**src/rtl/branch_pkg.sv**
```systemverilog
// Shared types and constants for the EX-stage branch resolution block.
// Holds the squash FSM encoding, the predictor counter encoding and the PC step.
package branch_pkg;

   typedef enum logic [0:0] {
      RUN    = 1'b0,
      SQUASH = 1'b1
   } state_t;

   // 2-bit saturating predictor counter encoding, used by the predictor side
   typedef enum logic [1:0] {
      STRONG_NT = 2'b00,
      WEAK_NT   = 2'b01,
      WEAK_T    = 2'b10,
      STRONG_T  = 2'b11
   } ctr2_t;

   typedef enum logic [1:0] {
      CLS_NONE   = 2'b00,
      CLS_BRANCH = 2'b01,
      CLS_JAL    = 2'b10,
      CLS_JALR   = 2'b11
   } cls_t;

   localparam logic [31:0] PC_STEP = 32'd4;

   // jalr outranks jal, which outranks a conditional branch
   function automatic cls_t classify(input logic is_branch, input logic is_jal,
                                     input logic is_jalr);
      cls_t c;
      if (is_jalr) begin
         c = CLS_JALR;
      end else if (is_jal) begin
         c = CLS_JAL;
      end else if (is_branch) begin
         c = CLS_BRANCH;
      end else begin
         c = CLS_NONE;
      end
      return c;
   endfunction

endpackage

```
**src/rtl/branch_resolve_ctrl_sat_counter.sv**
```systemverilog
// Saturating event counter; sticks at all-ones and reads as zero while reset is held.
module sat_event_counter
   import branch_pkg::*;
#(
   parameter int CNT_W = 32
) (
   input  logic             clk,
   input  logic             reset,
   input  logic             inc,
   output logic [CNT_W-1:0] count
);

   logic [CNT_W-1:0] count_r;

   // Count qualified events, holding at the top value
   always_ff @(posedge clk) begin
      if (reset) begin
         count_r <= '0;
      end else if (inc && (count_r != '1)) begin
         count_r <= count_r + {{(CNT_W-1){1'b0}}, 1'b1};
      end else begin
         count_r <= count_r;
      end
   end

   assign count = reset ? '0 : count_r;

endmodule

```
**src/rtl/branch_resolve_ctrl.sv**
```systemverilog
// Resolves EX-stage control transfers, drives predictor update strobes and
// fetch redirects, and blanks EX for a few cycles after each redirect.
module branch_resolve_ctrl
   import branch_pkg::*;
#(
   parameter int SQUASH_CYC = 1,
   parameter int CNT_W      = 32
) (
   input  logic             clk,
   input  logic             reset,
   input  logic             ex_valid,
   input  logic             ex_is_branch,
   input  logic             ex_is_jal,
   input  logic             ex_is_jalr,
   input  logic             ex_bcond,
   input  logic [31:0]      ex_pc,
   input  logic [31:0]      ex_target,
   input  logic [31:0]      ex_pred_pc,
   input  logic             stall_in,
   output logic             update_B_history,
   output logic             update_B_target,
   output logic             actual_taken,
   output logic [31:0]      actual_pc,
   output logic             redirect_valid,
   output logic [31:0]      redirect_pc,
   output logic             flush_if_id,
   output logic             flush_id_ex,
   output logic [CNT_W-1:0] branch_cnt,
   output logic [CNT_W-1:0] mispred_cnt
);

   localparam logic [2:0] SQ_LOAD = 3'(SQUASH_CYC);

   state_t      state_r;
   state_t      state_next_s;
   logic [2:0]  sq_cnt_r;
   logic [2:0]  sq_cnt_next_s;

   cls_t        cls_s;
   logic        resolve_s;
   logic        taken_s;
   logic [31:0] next_pc_s;
   logic        mispred_s;

   // Resolution datapath; reset and squash both veto the event
   always_comb begin
      cls_s     = classify(ex_is_branch, ex_is_jal, ex_is_jalr);
      resolve_s = !reset && ex_valid && (cls_s != CLS_NONE) && !stall_in
                  && (state_r == RUN);
      taken_s   = (cls_s == CLS_JAL) || (cls_s == CLS_JALR)
                  || ((cls_s == CLS_BRANCH) && ex_bcond);
      next_pc_s = taken_s ? ex_target : (ex_pc + PC_STEP);
      mispred_s = resolve_s && (next_pc_s != ex_pred_pc);
   end

   // State and squash counter registers
   always_ff @(posedge clk) begin
      if (reset) begin
         state_r  <= RUN;
         sq_cnt_r <= 3'd0;
      end else begin
         state_r  <= state_next_s;
         sq_cnt_r <= sq_cnt_next_s;
      end
   end

   // Next-state logic
   always_comb begin
      state_next_s  = state_r;
      sq_cnt_next_s = sq_cnt_r;
      case (state_r)
         RUN: begin
            if (mispred_s) begin
               state_next_s  = SQUASH;
               sq_cnt_next_s = SQ_LOAD;
            end else begin
               state_next_s  = RUN;
               sq_cnt_next_s = 3'd0;
            end
         end
         SQUASH: begin
            sq_cnt_next_s = sq_cnt_r - 3'd1;
            if (sq_cnt_r <= 3'd1) begin
               state_next_s  = RUN;
               sq_cnt_next_s = 3'd0;
            end else begin
               state_next_s  = SQUASH;
            end
         end
         default: begin
            state_next_s  = RUN;
            sq_cnt_next_s = 3'd0;
         end
      endcase
   end

   // Strobe outputs, all single-cycle and only on a resolve event
   always_comb begin
      update_B_history = 1'b0;
      update_B_target  = 1'b0;
      actual_taken     = 1'b0;
      actual_pc        = 32'd0;
      redirect_valid   = 1'b0;
      redirect_pc      = 32'd0;
      flush_if_id      = 1'b0;
      flush_id_ex      = 1'b0;
      if (resolve_s) begin
         actual_taken     = taken_s;
         actual_pc        = next_pc_s;
         update_B_history = (cls_s == CLS_BRANCH);
         update_B_target  = taken_s;
         if (mispred_s) begin
            redirect_valid = 1'b1;
            redirect_pc    = next_pc_s;
            flush_if_id    = 1'b1;
            flush_id_ex    = 1'b1;
         end else begin
            redirect_valid = 1'b0;
         end
      end else begin
         actual_taken = 1'b0;
      end
   end

   sat_event_counter #(.CNT_W(CNT_W)) u_branch_cnt (
      .clk   (clk),
      .reset (reset),
      .inc   (resolve_s),
      .count (branch_cnt)
   );

   sat_event_counter #(.CNT_W(CNT_W)) u_mispred_cnt (
      .clk   (clk),
      .reset (reset),
      .inc   (mispred_s),
      .count (mispred_cnt)
   );

endmodule

```
**config.mk**
```make
export PLATFORM = sky130hd
export DESIGN_NAME = branch_resolve_ctrl
export DESIGN_NICKNAME = d
export VERILOG_FILES = /design/src/rtl/branch_pkg.sv /design/src/rtl/branch_resolve_ctrl_sat_counter.sv /design/src/rtl/branch_resolve_ctrl.sv
export SDC_FILE = /design/constraint.sdc
export NUM_CORES = 1
export LEC_CHECK = 0
export ABC_AREA = 1
export BUFFER_PORTS_ARGS = -buffer_cell sky130_fd_sc_hd__buf_2
export CORE_MARGIN = 1
export CORE_UTILIZATION = 40
export DETAILED_ROUTE_END_ITERATION = 6
export HOLD_SLACK_MARGIN = 0.1
export PLACE_DENSITY = 0.66
export SLEW_MARGIN = 25
export SYNTH_ARGS = -nofsm -noshare
export SYNTH_HDL_FRONTEND = slang
export SYNTH_SLANG_ARGS = --single-unit
```
**constraint.sdc**
```tcl
create_clock -name clk -period 3.3 [get_ports clk]
set_clock_uncertainty 0.2 [all_clocks]
set_input_delay 0.495 -clock clk [delete_from_list [all_inputs] [get_ports clk]]
set_output_delay 0.495 -clock clk [all_outputs]
set_load 0.005 [all_outputs]
```
==> results.json <==
{
  "status": "finished clean",
  "synth_enable_flop_cells": 0,
  "ys_seq_area_share_pct": 20.5,
  "vdd_ir_drop_max_mv": 0.255,
  "postSynthAreaPerCell_um2": 5.32,
  "cts.clk_slew.worst_paths_ns": 0.05,
  "finalCritPeriodShare_pct": 99.9,
  "clockBufferDepth": 2,
  "rsz0062_at_grt": "yes",
  "grt_pass1_vias": 7520,
  "post-route-min-period_ns": 3.30,
  "place_hpwl_mm": 16.6,
  "htree_levels": 3,
  "first_iter_violations": 533,
  "synth.distinct_cells": 38,
  "hp-class": "reg2reg",
  "ys_seq_elements": 68,
  "rr_worst_depth": 14,
  "place_area_mm2": 0.00845,
  "hold_violations": 0,
  "setup_tns_ns": 0,
  "yosys.area.top_type": "dfxtp_1",
  "routedWlPerCell_um": 12.6,
  "syn_to_final_growth_pct": 41.2,
  "drc": 0,
  "tritoncts": "yes",
  "clkPwrFrac_pct": 40.5,
  "path_max_fanout": 14,
  "start_util_pct": 41.3,
  "grt_max_degree": 78,
  "ys_warn_count": 0,
  "p_sw_uw": 675,
  "synthCells": 1247,
  "clock-root-buffer": "clkbuf_16",
  "final_area_mm2": 0.00937,
  "grt_overflow": 0,
  "cts_hold_buffers": 0,
  "crit_path_start_kind": "primary input",
  "ant_nets": 0,
  "arrival_ns": 2.60,
  "track_usage_pct": 25.6,
  "syn_nets": 1356,
  "die_x_um": 131,
  "vias": 8574,
  "die_height_um": 131,
  "grt_pass1_wl_mm": 34.9,
  "synthTopCellsByArea": "dfxtp_1, nand2_1, nor2_1",
  "setup_viol": 0,
  "dp_cells": 1729,
  "max_cap_viol_count": 0,
  "p_seq_share_pct": 35.6,
  "swShare_pct": 29.0,
  "async_reset_ff_share_pct": 0,
  "via_per_inst": 4.87,
  "crit_type": "in2out",
  "first_pass_iters": 7,
  "drive_gt1_share_pct": 30.4,
  "regArea_mm2": 0.00136,
  "crit_path_start": "ex_is_jal",
  "antenna_found_initial": 2,
  "nNetsFinal": 1647,
  "r2r_start": "u_branch_cnt.count_r[0]$_SDFFE_PP0P_",
  "postRouteWirelength_mm": 22.1,
  "port_buffers": 237,
  "cts_buffers": 9,
  "drv_slew": 0,
  "final_cell_count_no_fill": 1761,
  "endpoint_kind": "output port",
  "p_comb_share_pct": 23.9,
  "max_freq_mhz": 303,
  "coreArea_mm2": 0.0161,
  "tightest_slew_ns": 0.765,
  "nFillCells": 1646,
  "synth_area_mm2": 0.00663,
  "ioPinCount": 238,
  "synth_top_area_share_pct": 20.5,
  "r2r_slack_ns": 0.60,
  "crit_end": "redirect_pc[21]",
  "synthTopCellsByCount": "nand2_1, nor2_1, inv_1",
  "cp.required_ns": 2.60,
  "cts_num_sinks": 68,
  "row_count": 46,
  "max_slew_margin_pct": 49.0,
  "yosysMostFrequentCell": "nand2_1",
  "gp_congestion": 0.956,
  "clk_latency_ns": 0.34,
  "powerDensity_mw_per_mm2": 249,
  "leakage_nw": 4.68,
  "multi_input_area_mm2": 0.00472,
  "ys.flop_type": "dfxtp_1",
  "p_total_mw": 2.33,
  "power.internal_mw": 1.65,
  "die_area_mm2": 0.0171,
  "reg2reg_to": "u_branch_cnt.count_r[23]$_SDFFE_PP0P_"
}
state kept, by name, summed over array words and instances (netlist names):
name,cells
state_r,1
u_branch_cnt.count_r,32
u_mispred_cnt.count_r,32
sq_cnt_r,3
placed cells by master, fill, tap and decap left out, types with 4 or more instances in the layout:
| cell | instances |
|---|---|
| clkinv_2 | 4 |
| or2_2 | 15 |
| nor2_2 | 31 |
| o21ai_2 | 7 |
| o21bai_1 | 5 |
| nand3b_1 | 20 |
| buf_6 | 9 |
| nand3_2 | 13 |
| clkbuf_16 | 11 |
| nand3_1 | 79 |
| dfxtp_1 | 68 |
| a21oi_1 | 26 |
| xnor2_1 | 6 |
| nor2_4 | 20 |
| nand2_2 | 27 |
| buf_4 | 75 |
| xor2_1 | 8 |
| buf_2 | 231 |
| inv_1 | 154 |
| nor4_1 | 6 |
| ha_1 | 4 |
| or2_1 | 7 |
| nand2_1 | 314 |
| nand4_1 | 52 |
| nor3_1 | 41 |
| clkinv_1 | 28 |
| o21ai_0 | 19 |
| nor2_1 | 226 |
per-stage QoR:
| step | hold slack (ns) | util [%] | setup WS, ns |
|---|---|---|---|
| after floorplan | 0.245 | - | 0.204 |
| after global placement | 0.269 | 52.6 | -0.264 |
| after detailed placement | 0.274 | 52.6 | -0.295 |
| after CTS | 0.283 | 56.0 | 0.0201 |
| after global routing | 0.320 | 58.3 | -0.0999 |
| final | 0.287 | 58.3 | 0.00227 |
worst min-delay path by stage:
stage | start | endpoint | slack, ns | cells after the start
detailed placement | u_branch_cnt.count_r[4]$_SDFFE_PP0P_ | u_branch_cnt.count_r[4]$_SDFFE_PP0P_ | 0.27 | 2
global placement | u_branch_cnt.count_r[3]$_SDFFE_PP0P_ | u_branch_cnt.count_r[4]$_SDFFE_PP0P_ | 0.27 | 2
floorplan | u_branch_cnt.count_r[4]$_SDFFE_PP0P_ | u_branch_cnt.count_r[4]$_SDFFE_PP0P_ | 0.24 | 2
finish | u_branch_cnt.count_r[4]$_SDFFE_PP0P_ | u_branch_cnt.count_r[4]$_SDFFE_PP0P_ | 0.29 | 2
CTS | u_branch_cnt.count_r[4]$_SDFFE_PP0P_ | u_branch_cnt.count_r[4]$_SDFFE_PP0P_ | 0.28 | 2
global route | u_branch_cnt.count_r[20]$_SDFFE_PP0P_ | u_branch_cnt.count_r[20]$_SDFFE_PP0P_ | 0.32 | 2
worst max-delay path, stage by stage:
cell and delay [ns]:
buf_2 0.10, nor2_2 0.12, nand2_2 0.09, buf_6 0.17, or2_2 0.29, o21ai_2 0.12, xnor2_2 0.09, nor3_2 0.23
nand3_2 0.13, nor2_4 0.16, nand3_4 0.12, nand2_8 0.15, clkbuf_16 0.18, nor2_1 0.04, buf_2 0.11
cell families after synthesis:
group           count (synthesis)  synth area share, %
compound gates                 65                 5.55
flops                          68                 20.5
xor+xnor                       15                 1.98
simple gates                  862                 56.8
buf+inv                       232                 14.2
fa+ha+maj                       5                0.943
per-layer routing:
| metal | track usage (%) | wire (µm) |
|---|---|---|
| met3 | 4.15 | 1230 |
| met4 | 6.36 | 382 |
| met5 | 0 | 0 |
| met2 | 43.3 | 10400 |
| met1 | 33.8 | 10200 |
power groups by stage:
stage               Combinational (mW)  Sequential, mW  Clock, mW
floorplan                        0.254           0.846          0
detailed placement               0.473           0.847          0
global route                     0.613           0.829      0.998
CTS                              0.505           0.829      0.960
global placement                 0.470           0.847          0
finish                           0.556           0.829      0.944
area by class of cell:
| class | count | area share (%) |
|---|---|---|
| diodes | 2 | 0.0534 |
| clock buffers | 11 | 2.48 |
| clock inverters | 5 | 0.561 |
| inverters | 188 | 7.60 |
| multi-input cells | 947 | 50.4 |
| flip-flops and latches | 68 | 14.5 |
| well taps | 216 | 2.88 |
| repair buffers | 324 | 21.5 |
timing repair:
item,CTS,global route
buffers inserted,5,6
cloned,2,2
pin swaps,13,48
setup endpoints to repair,35,35
resized for setup,48,90
No activity file was read; power rests on OpenSTA's default activity.
